File: src/rtl/ram_in_serial_out_pkg.sv
// Shared constants for the RAM-to-stream block: output skid buffer sizing.
package ram_in_serial_out_pkg;

    localparam int unsigned SkidDepth = 2;
    localparam int unsigned SkidCntW  = $clog2(SkidDepth + 1);

endpackage

File: src/rtl/ram_in_serial_out_dpram.sv
// Simple dual-port RAM: one write port, one registered read port (read-first on collision).
module ram_in_serial_out_dpram #(
    parameter int unsigned DATA_WIDTH    = 8,
    parameter int unsigned ADDRESS_WIDTH = 6
) (
    input  logic                     clk_i,
    input  logic                     wr_en_i,
    input  logic [ADDRESS_WIDTH-1:0] wr_addr_i,
    input  logic [DATA_WIDTH-1:0]    wr_data_i,
    input  logic                     rd_en_i,
    input  logic [ADDRESS_WIDTH-1:0] rd_addr_i,
    output logic [DATA_WIDTH-1:0]    rd_data_o
);

    logic [DATA_WIDTH-1:0] mem_q [2**ADDRESS_WIDTH];
    logic [DATA_WIDTH-1:0] rd_data_q;

    // Both ports update with non-blocking writes, so a same-address read sees old data.
    always_ff @(posedge clk_i) begin
        if (wr_en_i) begin
            mem_q[wr_addr_i] <= wr_data_i;
        end
        if (rd_en_i) begin
            rd_data_q <= mem_q[rd_addr_i];
        end
    end

    assign rd_data_o = rd_data_q;

endmodule

File: src/rtl/ram_in_serial_out.sv
// Streams num_item words from a dual-port RAM starting at start_addr over a valid/ready port.
module ram_in_serial_out
    import ram_in_serial_out_pkg::*;
#(
    parameter int unsigned DATA_WIDTH    = 8,
    parameter int unsigned ADDRESS_WIDTH = 6
) (
    input  logic                     clk,
    input  logic                     rst,
    input  logic [ADDRESS_WIDTH-1:0] wr_addr,
    input  logic [DATA_WIDTH-1:0]    wr_data,
    input  logic                     wr_en,
    input  logic                     start,
    input  logic [ADDRESS_WIDTH-1:0] start_addr,
    input  logic [ADDRESS_WIDTH:0]   num_item,
    output logic [DATA_WIDTH-1:0]    data_out,
    output logic                     data_out_valid,
    input  logic                     data_out_ready,
    output logic                     busy,
    output logic                     done
);

    localparam int unsigned CntW = ADDRESS_WIDTH + 1;

    typedef enum logic [1:0] {
        StIdle = 2'd0,
        StRun  = 2'd1,
        StDone = 2'd2
    } state_e;

    state_e                   state_q, state_d;
    logic [ADDRESS_WIDTH-1:0] rd_addr_q, rd_addr_d;
    logic [CntW-1:0]          num_q, num_d;
    logic [CntW-1:0]          issued_q, issued_d;
    logic [CntW-1:0]          xfer_cnt_q, xfer_cnt_d;
    logic                     rd_vld_q, rd_vld_d;
    logic [DATA_WIDTH-1:0]    skid_q [SkidDepth];
    logic [DATA_WIDTH-1:0]    skid_d [SkidDepth];
    logic [SkidCntW-1:0]      cnt_q, cnt_d;

    logic                     start_ok, rd_en, out_vld, xfer, push, pop;
    logic [SkidCntW-1:0]      occupancy;
    logic [DATA_WIDTH-1:0]    rd_data, head;

    ram_in_serial_out_dpram #(
        .DATA_WIDTH   (DATA_WIDTH),
        .ADDRESS_WIDTH(ADDRESS_WIDTH)
    ) u_dpram (
        .clk_i    (clk),
        .wr_en_i  (wr_en),
        .wr_addr_i(wr_addr),
        .wr_data_i(wr_data),
        .rd_en_i  (rd_en),
        .rd_addr_i(rd_addr_q),
        .rd_data_o(rd_data)
    );

    // Credit check counts the in-flight read so the skid buffer can never overflow.
    assign occupancy = cnt_q + SkidCntW'(rd_vld_q);
    assign start_ok  = (state_q == StIdle) && start;
    assign rd_en     = (state_q == StRun) && (issued_q != num_q) &&
                       (occupancy < SkidCntW'(SkidDepth));

    // Skid head has priority; an empty skid lets the RAM output flow straight through.
    assign out_vld   = (state_q == StRun) && (rd_vld_q || (cnt_q != '0));
    assign head      = (cnt_q != '0) ? skid_q[0] : rd_data;
    assign xfer      = out_vld && data_out_ready;
    assign push      = rd_vld_q && !((cnt_q == '0) && xfer);
    assign pop       = xfer && (cnt_q != '0);

    assign data_out       = out_vld ? head : '0;
    assign data_out_valid = out_vld;
    assign busy           = (state_q == StRun);
    assign done           = (state_q == StDone);

    always_comb begin
        state_d    = state_q;
        rd_addr_d  = rd_addr_q;
        num_d      = num_q;
        issued_d   = issued_q;
        xfer_cnt_d = xfer_cnt_q;
        rd_vld_d   = rd_en;
        skid_d     = skid_q;
        cnt_d      = cnt_q;

        if (pop) begin
            skid_d[0] = skid_q[1];
            cnt_d     = cnt_q - SkidCntW'(1);
        end
        if (push) begin
            skid_d[cnt_d[0]] = rd_data;
            cnt_d            = cnt_d + SkidCntW'(1);
        end

        if (rd_en) begin
            rd_addr_d = rd_addr_q + ADDRESS_WIDTH'(1);
            issued_d  = issued_q + CntW'(1);
        end
        if (xfer) begin
            xfer_cnt_d = xfer_cnt_q + CntW'(1);
        end

        unique case (state_q)
            StIdle: begin
                if (start_ok) begin
                    rd_addr_d  = start_addr;
                    num_d      = num_item;
                    issued_d   = '0;
                    xfer_cnt_d = '0;
                    state_d    = (num_item == '0) ? StDone : StRun;
                end
            end
            StRun: begin
                if (xfer && ((xfer_cnt_q + CntW'(1)) == num_q)) begin
                    state_d = StDone;
                end
            end
            StDone:  state_d = StIdle;
            default: state_d = StIdle;
        endcase
    end

    always_ff @(posedge clk) begin
        if (rst) begin
            state_q    <= StIdle;
            rd_addr_q  <= '0;
            num_q      <= '0;
            issued_q   <= '0;
            xfer_cnt_q <= '0;
            rd_vld_q   <= 1'b0;
            cnt_q      <= '0;
            for (int i = 0; i < SkidDepth; i++) begin
                skid_q[i] <= '0;
            end
        end else begin
            state_q    <= state_d;
            rd_addr_q  <= rd_addr_d;
            num_q      <= num_d;
            issued_q   <= issued_d;
            xfer_cnt_q <= xfer_cnt_d;
            rd_vld_q   <= rd_vld_d;
            cnt_q      <= cnt_d;
            skid_q     <= skid_d;
        end
    end

endmodule

File: config.mk
export PLATFORM = sky130hd
export DESIGN_NAME = ram_in_serial_out
export DESIGN_NICKNAME = d
export VERILOG_FILES = /design/src/rtl/ram_in_serial_out_pkg.sv /design/src/rtl/ram_in_serial_out_dpram.sv /design/src/rtl/ram_in_serial_out.sv
export SDC_FILE = /design/constraint.sdc
export NUM_CORES = 1
export LEC_CHECK = 0
export ABC_AREA = 1
export BUFFER_PORTS_ARGS = -buffer_cell sky130_fd_sc_hd__buf_2
export CAP_MARGIN = 40
export CORE_ASPECT_RATIO = 2
export CORE_MARGIN = 3
export CORE_UTILIZATION = 37
export CTS_BUF_LIST = sky130_fd_sc_hd__clkbuf_8 sky130_fd_sc_hd__clkbuf_16
export CTS_CLUSTER_SIZE = 16
export DETAILED_ROUTE_END_ITERATION = 8
export SLEW_MARGIN = 20
export SYNTH_ARGS = -nofsm -noshare
export SYNTH_HDL_FRONTEND = slang
export SYNTH_SLANG_ARGS = --single-unit
File: constraint.sdc
create_clock -name clk -period 3 [get_ports clk]
set_clock_uncertainty 0.1 [all_clocks]
set_input_delay 0.3 -clock clk [delete_from_list [all_inputs] [get_ports clk]]
set_output_delay 0.3 -clock clk [all_outputs]
set_load 0.03 [all_outputs]
Word level (Yosys, flattened, before mapping)
Memories as Yosys holds them, arrays and structs flattened. A register that Yosys moved wholly into a read port is not among the register bits.
Index checks and enable logic that the tools add are counted.

storage, ports and cells
  logic and storage cells = 68
  memory bits (writable) = 512
  bits in registers = 48
  input port bits = 32
  memories = 1
  output and inout bits = 11

memory list
  name           depth  bits a word  read ports  clocked after memory_dff  wr ports  RTL line                       RTL
  u_dpram.mem_q  64     8            1           1                         1         ram_in_serial_out_dpram.sv:15  logic [DATA_WIDTH-1:0] mem_q [2**ADDRESS_WIDTH];

operators by class
  bitwise operators = 1
  add/sub/neg operators = 6
  reductions and logical operators = 18
  equality and inequality tests = 6
  magnitude comparators = 3
  mux-type cells = 24

operators by type and width
  operator             count
  $mux 7               6
  $mux 8               4
  $mux 6               3
  $bwmux 16            1
  $mux 16              1
  $add 7x1->7 const B  2
  $logic_and 1x1->1    10
  $mux 2               5
  $demux 8 s1          1
  $eq 7x7->1           1
  $logic_not 7->1      1
  $ne 7x7->1           1
  $add 6x1->6 const B  1
  $logic_not 2->1      2
  $pmux 2 s2           1
  $reduce_and 2->1     2
  $add 2x1->2          1
  $add 2x1->2 const B  1
  $eq 2x1->1 const B   1
  $eq 2x2->1 const B   1
  $ge 2x2->1 const B   1
  $lt 2x1->1 const B   1
  $lt 2x2->1 const B   1
  $mux 1               2
  7 further kinds      7

Depth between registers and ports, before layout
Gate-level depths: netlist of run 1.

  depth in word-level cells = 13
  depth in mapped cells = 13
  mapped depth without buffers = 12

Modules after synthesis
Synthesis of run 1 repeated with hierarchy kept, for this count alone.

second synthesis, totals
  cells, all modules = 2206
  area, all modules = 24096.9 µm²

by module, submodules not included
  module                   times used  cells an instance  area an instance (µm²)  sequential area each (µm²)
  ram_in_serial_out_dpram  1           1805               21419.3                 15615.0
  ram_in_serial_out        1           401                2677.6                  960.9

Worst setup path after synthesis of run 1
Ideal clock, no wire load.

  path kind = flip-flop to flip-flop
  start = register cnt_q[0]
  end = register with a tool-made name
  data arrival time = 2169 ps
  library setup time = 70 ps
  data required time = 2830 ps
  stages on the path, launching flop included = 14
  period minus slack after synthesis = 2339 ps
  path slack = 661 ps
  buffers on the path = 2
  cells stage by stage = dfxtp_1 inv_1 ha_1 buf_4 nand2_1 nand3_4 inv_2 nand2_4 xor2_4 ha_1 inv_1 clkbuf_1 o21ai_0 a21oi_1

RTL lines
  item                    RTL line                  RTL
  start, declared         ram_in_serial_out.sv:39   logic [SkidCntW-1:0] cnt_q, cnt_d;
  start signal, assigned  ram_in_serial_out.sv:142  cnt_q <= cnt_d;

Worst setup path after layout of run 1
  start = register cnt_q[0]
  end = output port data_out[6]

on the way
  word-level cells in the longest chain between the ends = 4
  elaborated cells on any way between the ends = 5
  those cells by class = mux (2); reduce/logical (3)

ends and longest elaborated chain
  item                 RTL line                                          RTL
  $reduce_bool 2->1 *  ram_in_serial_out.sv:65, ram_in_serial_out.sv:66
  $logic_or 1x1->1     ram_in_serial_out.sv:65                           assign out_vld = (state_q == StRun) && (rd_vld_q || (cnt_q != '0));
  $logic_and 1x1->1    ram_in_serial_out.sv:65
  $mux 8 *             ram_in_serial_out.sv:71                           assign data_out = out_vld ? head : '0;
  end, declared        ram_in_serial_out.sv:16                           output logic [DATA_WIDTH-1:0] data_out,

Every way passes the cells marked *; elsewhere a longest branch is shown, timed or not.

==> impl_metrics.tcl, run 1 <==
set metrics [dict create \
    status "complete, but fails checks" \
    violations "hold timing" \
    synth_xor_area_share_pct 0.717 \
    period_share_pct 88.5 \
    drt_iter0_markers 1243 \
    period_needed_ns 2.65 \
    arrival_ns 2.25 \
    synth_top_cell_by_area "edfxtp_1" \
    worstSetupStartpointType "register" \
    worst_setup_path_end_kind "primary output" \
    worst_path_largest_cell_delay_ns 0.36 \
    yosysMostFrequentCell "edfxtp_1" \
    synth_compound_area_share_pct 11.6 \
    switchingPower_mw 4.46 \
    cts.sinks 568 \
    synthMuxAreaShare_pct 0 \
    ir_drop_mv 0.350 \
    synth.area.top_cells "edfxtp_1, nor2_1, o21ai_0" \
    post_drt_wl_per_cell_um 21.8 \
    ys.flop_type "edfxtp_1" \
    cp_cell_sequence "inv_1 > ha_1 > inv_1 > buf_4 > nand2_1 > a21oi_1 > buf_2" \
    num_rows 129 \
    ant_nets 0 \
    die_h_um 362 \
    port_buffers 42 \
    pwr-share-clk_pct 35.0 \
    synth.distinct_cells 35 \
    crit_fanout 13 \
    cts_max_path_buffers 3 \
    cpLargestDelayFamily "buffers and inverters" \
    die_w_um 184 \
    cts-buffers-inserted 47 \
    synth_top_family_by_area "simple AND/OR/NAND/NOR gates" \
    drive_gt1_share_pct 11.0 \
    yosys.area_share.adder_pct 0.268 \
    path_clk_slew_ns 0.07 \
    seqPwrFrac_pct 52.2 \
    core-area_um2 62100 \
    p_leak_nw 9.07 \
    yosysTopAreaCellShare_pct 66.8 \
    grt_overflow_total 0 \
    maxCapViolCount 0 \
    fin_nets 2156 \
    final_cells 2941 \
    tns_ns 0 \
    fill_cells 5694 \
    routed_via_density 5.40 \
    post_cts_buffers 0 \
    die-area_um2 66400 \
    internal_power_mw 12.5 \
    power.total_mw 17.0 \
    crit_required_ns 2.60 \
    combPwrFrac_pct 12.8 \
    grt_max_degree 83 \
    syn_area_per_cell_um2 11.6 \
    grt_first_pass_wirelength_um 96200 \
    htreeDepth 2 \
    ys_async_sr_fraction_pct 0 \
    vias 15900 \
    mappedNetlistArea_um2 23400 \
    critPathMostFrequentCell "inv_1" \
    grtUsageTotal_pct 19.1 \
    synth_edf_count 520 \
    worstPathBufferInverterCount 4 \
    yosysSeqAreaShare_pct 70.9 \
    start_util_pct 37.6 \
    slew_viol_final 0 \
    swShare_pct 26.2 \
    slew_headroom_pct 41.5 \
    first_global_vias 15800 \
    cts_tree "done" \
    drt-total-wl_um 64300 \
    fin_hold_ws_ns -0.00306 \
    worst_path_max_delay_cell "dfxtp_1" \
    drc_errors 0 \
    hp-class "input port to register" \
    rsz0062_at_grt "false" \
    final_util_pct 42.8 \
    fmax_mhz 377 \
    synthSimpleGateAreaFrac_pct 13.2 \
    place.gp.congestion 0.865 \
    syn_inst 2022 \
    synthTopCellsByCount "edfxtp_1, nor2_1, o21ai_0, nand2_1, nand3_1" \
    ys_ff_latch 568 \
    yosysWarnings 0 \
    tightest_slew_ns 0.878 \
    power_density_nw_per_um2 639 \
    dp_hpwl_um 41500 \
    critical_path_class "register to primary output" \
    dr.pass1.iters 7 \
    pin_count 43 \
    syn_to_final_growth_pct 13.8 \
    dp_cells 2837 \
    clk_latency_ns 0.60 \
    antenna_found_initial 5 \
    cts_root_buf "clkbuf_16" \
    finalSetupViolations 0 \
    syn_nets 2059 \
    hold_viol 1 \
]
-- through the flow --
step           setup WS, ns  instance area [um2]
3_5_place_dp          0.314                24900
4_1_cts               0.295                26600
5_1_grt              0.0889                26600
2_1_floorplan         0.661                23400
3_3_place_gp          0.354                24900
6_report              0.346                26600
-- cells by family (layout without fill, tap and decap cells) --
family / after synthesis / after routing
DFF: 568 / 568
AOI/OAI and AO/OA: 493 / 493
buffers and inverters: 176 / 305
xor gates and xnor gates: 17 / 17
adders and majority gates: 5 / 5
other: 0 / 4
and+or+nand+nor: 763 / 763
-- metal layers --
metal	track usage (%)	vias to the layer above	wire length (um)
met3	2.35	176	2960
met5	0	-	7
met4	10.5	2	3770
li1	-	7430	-
met1	20.4	7770	22500
met2	36.1	517	35000
-- power groups by stage --
stage	combinational [mW]	sequential [mW]	clock [mW]
final	2.18	8.86	5.95
after floorplan	1.33	8.96	0
after global routing	2.40	8.87	6.32
after detailed placement	2.17	9.03	0
after global placement	2.14	9.03	0
after CTS	2.19	8.86	6.03
-- tightest hold or removal path, cell delays in order --
cell	delay [ns]
buf_2	0.10
o21ai_0	0.17
a31oi_1	0.08
-- timing repair --
item,in CTS,in global routing
resized for setup,0,1
hold buffers,16,1
endpoints found under the setup margin,0,1
endpoints found under the hold margin,21,3
-- cells in the final DEF, fill, tap and decap left out, drive strengths merged, types with 2 or more instances in the layout --
master	netlist	routed
nand2	170	170
clkbuf	65	48
a21oi	62	62
dlygate4sd3	0	17
diode	0	4
bufinv	0	3
nor2	481	481
edfxtp	520	520
inv	54	70
nor4	9	9
ha	5	5
xnor2	5	5
o211ai	65	65
xor2	12	12
or2	2	2
o21ai	314	314
nand3	84	84
dfxtp	48	48
nand4	12	12
o22ai	50	50
clkinvlp	0	6
clkinv	3	11
nor3	4	4
buf	54	150
-- cell type report --
cell class	instances	area (um2)	share of cell area, %
Inverter	57	219	0.823
Clock buffer	48	1200	4.52
Sequential cell	568	16600	62.3
Timing Repair Buffer	167	1340	5.04
Tap cell	786	983	3.70
Clock inverter	33	249	0.936
Antenna cell	4	10.0	0.0376
Multi-Input combinational cell	1278	6010	22.6
-- flip-flops by register name, summed over array words and instances, names as in the netlist, named ones only --
signal             cells
state_q                2
num_q                  7
skid_q                 8
u_dpram.rd_data_o      8
u_dpram.mem_q        512
xfer_cnt_q             7
cnt_q                  2
rd_addr_q              6
rd_vld_q               1
issued_q               7
-- path summary, 6_finish.rpt --
| path | startpoint | end | slack [ns] | cells after the start |
|---|---|---|---|---|
| max reg2reg | cnt_q[0] | register | 0.41 | 11 |
| min | start_addr[0] | rd_addr_q[0] | -0.003 | 3 |
| max | cnt_q[0] | data_out[6] | 0.35 | 7 |
| min reg2reg | register | register | 0.36 | 2 |
Power figures use the tool's default switching activity.
==> run 2, diff against run 1 <==
- ABC_AREA: 1 -> unset
- CELL_PAD_IN_SITES_DETAIL_PLACEMENT: unset -> 0
- CELL_PAD_IN_SITES_GLOBAL_PLACEMENT: unset -> 2
- PLACE_DENSITY_LB_ADDON: unset -> 0.1
==> run 2 against run 1 <==
  * The run now ends clean
  * First-iteration DRC count decreased by 47%
  * Worst setup slack got worse by 0.25 ns
  * Area after synthesis decreased by 3.1%
  * Fmax decreased by 8.7%
  * Critical path type is now register to register
==> impl_metrics.tcl, run 2 <==
set metrics [dict create \
    slew_headroom_pct 46.8 \
    power.total_mw 16.9 \
    final_common_cell "edfxtp_1" \
    antenna_found_initial 1 \
    rsz0062_at_grt "false" \
    drt-total-wl_um 59800 \
    synth.distinct_cells 53 \
    top_register "u_dpram.mem_q" \
    status "finished, final reports clean" \
    seq_area_um2 16600 \
    crit_fanout 14 \
    first_global_vias 12400 \
    routed_via_density 5.29 \
    num_antenna_cells 0 \
    synth_edf_count 520 \
    core-area_um2 60200 \
    ys.flop_type "edfxtp_1" \
    finalSetupViolations 0 \
    fmax_mhz 344 \
    drc_errors 0 \
    largest_register_ffs 512 \
    dp_hpwl_um 41800 \
    reg2reg_depth 7 \
    num_rows 127 \
    synth.area.top_cells "edfxtp_1, mux4_2, dfxtp_1" \
    syn_area_per_cell_um2 18.9 \
    clk_latency_ns 0.59 \
    syn_inst 1200 \
    place.gp.congestion 0.753 \
    yosysTopAreaCellShare_pct 68.9 \
    multiInputGateArea_um2 5710 \
    die_h_um 356 \
    crit_required_ns 3.23 \
    synth_top_cell_by_area "edfxtp_1" \
    tightest_slew_ns 0.795 \
    grt_overflow_total 0 \
    period_share_pct 96.9 \
    ys_ff_latch 568 \
    maxCapViolCount 0 \
    final_cell_mix "edfxtp_1, mux4_2, nor2_1, buf_4, clkbuf_16" \
    slew_viol_final 0 \
    vias 11500 \
    grt_max_degree 62 \
    holdPathStages 2 \
    htreeDepth 2 \
    post_drt_wl_per_cell_um 27.5 \
    die_w_um 181 \
    period_needed_ns 2.91 \
    yosysSeqAreaShare_pct 73.2 \
    die-area_um2 64400 \
    cts_root_buf "clkbuf_16" \
    pin_count 43 \
    drt_iter0_markers 653 \
    ys_async_sr_fraction_pct 0 \
    drive_gt1_share_pct 28.2 \
    hold_viol 0 \
    hp-class "input port to register" \
    worstSetupStartpointType "register" \
    cts_max_path_buffers 3 \
    ant_nets 0 \
    grtUsageTotal_pct 18.7 \
    cp-startpoint "rd_addr_q[0]" \
    power_density_nw_per_um2 642 \
    cts-buffers-inserted 50 \
    dr.pass1.iters 4 \
    worstReg2RegStart "rd_addr_q[0]" \
    worstHoldStart "rst" \
    cts_tree "done" \
    grt_first_pass_wirelength_um 87200 \
    mappedNetlistArea_um2 22700 \
    syn_to_final_growth_pct 16.3 \
    start_util_pct 37.6 \
    fin_hold_ws_ns 0.0389 \
    p_leak_nw 8.39 \
    critical_path_class "register to register" \
    cts.sinks 568 \
    fill_cells 5286 \
    synthTopCellsByCount "edfxtp_1, mux4_2, nor2_1, dfxtp_1, nand2_1" \
    path_clk_slew_ns 0.07 \
    yosysWarnings 0 \
    port_buffers 42 \
    ir_drop_mv 0.427 \
    tns_ns 0 \
    yosysMostFrequentCell "edfxtp_1" \
    arrival_ns 3.14 \
    worst_setup_path_end_kind "register" \
    syn_nets 1237 \
    fin_nets 1402 \
]
run 2: timing repair:
item | in CTS | in global routing
endpoints found under the setup margin | 1 | 0
endpoints found under the hold margin | 18 | 0
setup buffers | 0 | 0
hold buffers | 15 | 0
resized for setup | 2 | 0
run 2: cells by family after synthesis:
logic type | after synthesis | share of synthesized area [%]
flops | 568 | 73.2
simple gates | 232 | 4.71
mux | 178 | 15.8
compound gates | 115 | 3.30
buf+inv | 76 | 1.67
xor+xnor | 26 | 1.01
fa+ha+maj | 5 | 0.276
run 2: worst paths after layout:
| path | endpoint | slack, ns |
|---|---|---|
| worst max-delay path | u_dpram.rd_data_o[1] | 0.09 |
| worst min-delay path | register | 0.04 |
| worst max register to register | u_dpram.rd_data_o[1] | 0.09 |
| worst min register to register | skid_q[12] | 0.38 |
run 2: cell type report:
cell class | instances | share of cell area (%)
sequential | 568 | 63.0
multi-input combinational | 556 | 21.7
timing repair buffer | 180 | 5.44
clock buffer | 51 | 4.85
tap | 774 | 3.68
clock inverter | 35 | 1.23
inverter | 9 | 0.128
run 2: metrics by stage:
stage	instance area [um2]	setup slack, ns	util [%]	cells
final	26300	0.0924	43.7	2173
after detailed placement	24600	-0.318	40.8	2071
after CTS	26300	0.0129	43.7	2172
after global placement	24500	-0.334	40.7	2068
after floorplan	22700	0.418	-	1200
after global routing	26300	0.0433	43.7	2173
run 2: layer usage:
| metal | part of all wire [%] | track usage (%) |
|---|---|---|
| met5 | 0 | 0 |
| met4 | 2.7 | 5.41 |
| met3 | 2.5 | 1.86 |
| met2 | 60 | 38.0 |
| met1 | 35 | 20.2 |
run 2: where the power goes:
group	total (mW)	switching (mW)	internal, mW
combinational	1.64	0.918	0.726
clock	6.44	2.85	3.59
sequential	8.82	0.0893	8.73
total	16.9	3.85	13.0
run 2: worst max-delay path, cell delays in order, from the launching register on:
cell,delay [ns]
dfxtp_4,0.37
buf_12,0.17
buf_4,0.19
mux4_2,0.54
a22oi_1,0.40
o211ai_1,0.42
nor3_4,0.39
a21oi_1,0.07
==> run 3, diff against run 2 <==
- ABC_AREA: unset -> 1
==> run 3 against run 2 <==
  * Fmax is 11% higher
  * Sequential power about the same
  * First-iteration DRC count increased by 41%
  * Highest routed layer unchanged
  * Final cell count up 37%
==> impl_metrics.tcl, run 3 (same netlist as run 1, synthesis figures left out) <==
set metrics [dict create \
    critical_path_class "register to primary output" \
    die_w_um 184 \
    routed_via_density 5.31 \
    status "finished, final reports clean" \
    die_h_um 362 \
    cts_root_buf "clkbuf_16" \
    start_util_pct 37.6 \
    ir_drop_mv 0.404 \
    die-area_um2 66400 \
    hold_end "rd_addr_q[0]" \
    fin_hold_ws_ns 0.0714 \
    finalSetupViolations 0 \
    slew_viol_final 0 \
    slew_headroom_pct 45.2 \
    syn_to_final_growth_pct 15.6 \
    core-area_um2 62100 \
    cts-buffers-inserted 51 \
    ant_nets 0 \
    r2r_setup_slack_ns 0.54 \
    worstSetupStartpointType "register" \
    clk_latency_ns 0.59 \
    grtUsageTotal_pct 21.1 \
    crit_required_ns 2.60 \
    final_cells 2973 \
    cts_tree "done" \
    crit_fanout 14 \
    arrival_ns 2.22 \
    drive_gt1_share_pct 12.5 \
    grt_max_degree 79 \
    pin_count 43 \
    power_density_nw_per_um2 660 \
    rsz0062_at_grt "false" \
    top_register "u_dpram.mem_q" \
    post_drt_wl_per_cell_um 23.7 \
    drc_errors 0 \
    place.gp.congestion 0.790 \
    worstReg2RegStart "cnt_q[0]" \
    hp-class "input port to register" \
    maxCapViolCount 0 \
    final.setup.worst_slack_ns 0.383 \
    hold_viol 0 \
    holdPathStages 3 \
    period_needed_ns 2.62 \
    fmax_mhz 382 \
    vias 15800 \
    dp_hpwl_um 45900 \
    period_share_pct 87.2 \
    cp-startpoint "cnt_q[0]" \
    first_global_vias 15900 \
    dp_cells 2861 \
    num_rows 129 \
    path_clk_slew_ns 0.07 \
    fin_nets 2183 \
    largest_register_ffs 512 \
    p_leak_nw 9.32 \
    final_cell_mix "edfxtp_1, nor2_1, o21ai_0, nand2_1, buf_4" \
    tightest_slew_ns 0.821 \
    reg2reg_depth 11 \
    seq_area_um2 16600 \
    dpl_worst_slack_ns 0.533 \
    tns_ns 0 \
    htreeDepth 2 \
    postCtsHoldBufs 17 \
    worstHoldStart "start_addr[0]" \
    drt-total-wl_um 70500 \
    cts_max_path_buffers 3 \
    final_common_cell "edfxtp_1" \
    fill_cells 5823 \
    drt_iter0_markers 923 \
    antenna_found_initial 2 \
    multiInputGateArea_um2 6010 \
    worst_setup_path_end_kind "primary output" \
    cts.sinks 568 \
    dr.pass1.iters 5 \
    post_cts_buffers 0 \
    grt_first_pass_wirelength_um 104000 \
    ctsResizeCount 0 \
    grt_overflow_total 0 \
    port_buffers 42 \
]
==> run 3: worst max-delay path by stage <==
stage                   to
2_1_floorplan     register
3_3_place_gp      register
3_5_place_dp      register
4_1_cts        data_out[5]
5_1_grt        data_out[7]
6_report       data_out[1]
==> run 3: metal layers <==
metal | vias up | wire length [um] | global-route usage [%]
li1 | 7477 | - | -
met1 | 7853 | 26700 | 24.2
met2 | 357 | 39100 | 40.8
met3 | 95 | 2580 | 2.20
met4 | 0 | 2050 | 6.43
met5 | - | 0 | 0
==> run 3: layout make-up <==
| type | instances | share of cell area, % |
|---|---|---|
| clock buffers | 52 | 4.81 |
| inverters | 57 | 0.810 |
| clock inverters | 41 | 1.43 |
| diodes | 1 | 0.00926 |
| repair buffers | 190 | 5.71 |
| flip-flops and latches | 568 | 61.4 |
| well taps | 786 | 3.64 |
| multi-input cells | 1278 | 22.2 |
==> run 3: stage by stage <==
stage                     utilization [%]  power, mW  instance area [um2]
after floorplan                         -       10.3                23400
after global placement               40.4       11.3                25100
after detailed placement             40.5       11.3                25200
after CTS                            43.5       18.1                27000
after global routing                 43.5       18.5                27000
final                                43.5       17.8                27000
==> run 3: where the power goes <==
group	switching (mW)	internal (mW)	total (mW)
registers	0.0893	8.75	8.84
logic	1.63	0.665	2.30
clock network	2.96	3.76	6.71
==> run 3: critical path, stage by stage (launching register included) <==
cell and delay, ns:
dfxtp_1 0.35, inv_1 0.12, ha_1 0.23, buf_4 0.17
inv_1 0.11, buf_4 0.22, nand2_1 0.07, a21oi_1 0.13
buf_2 0.22
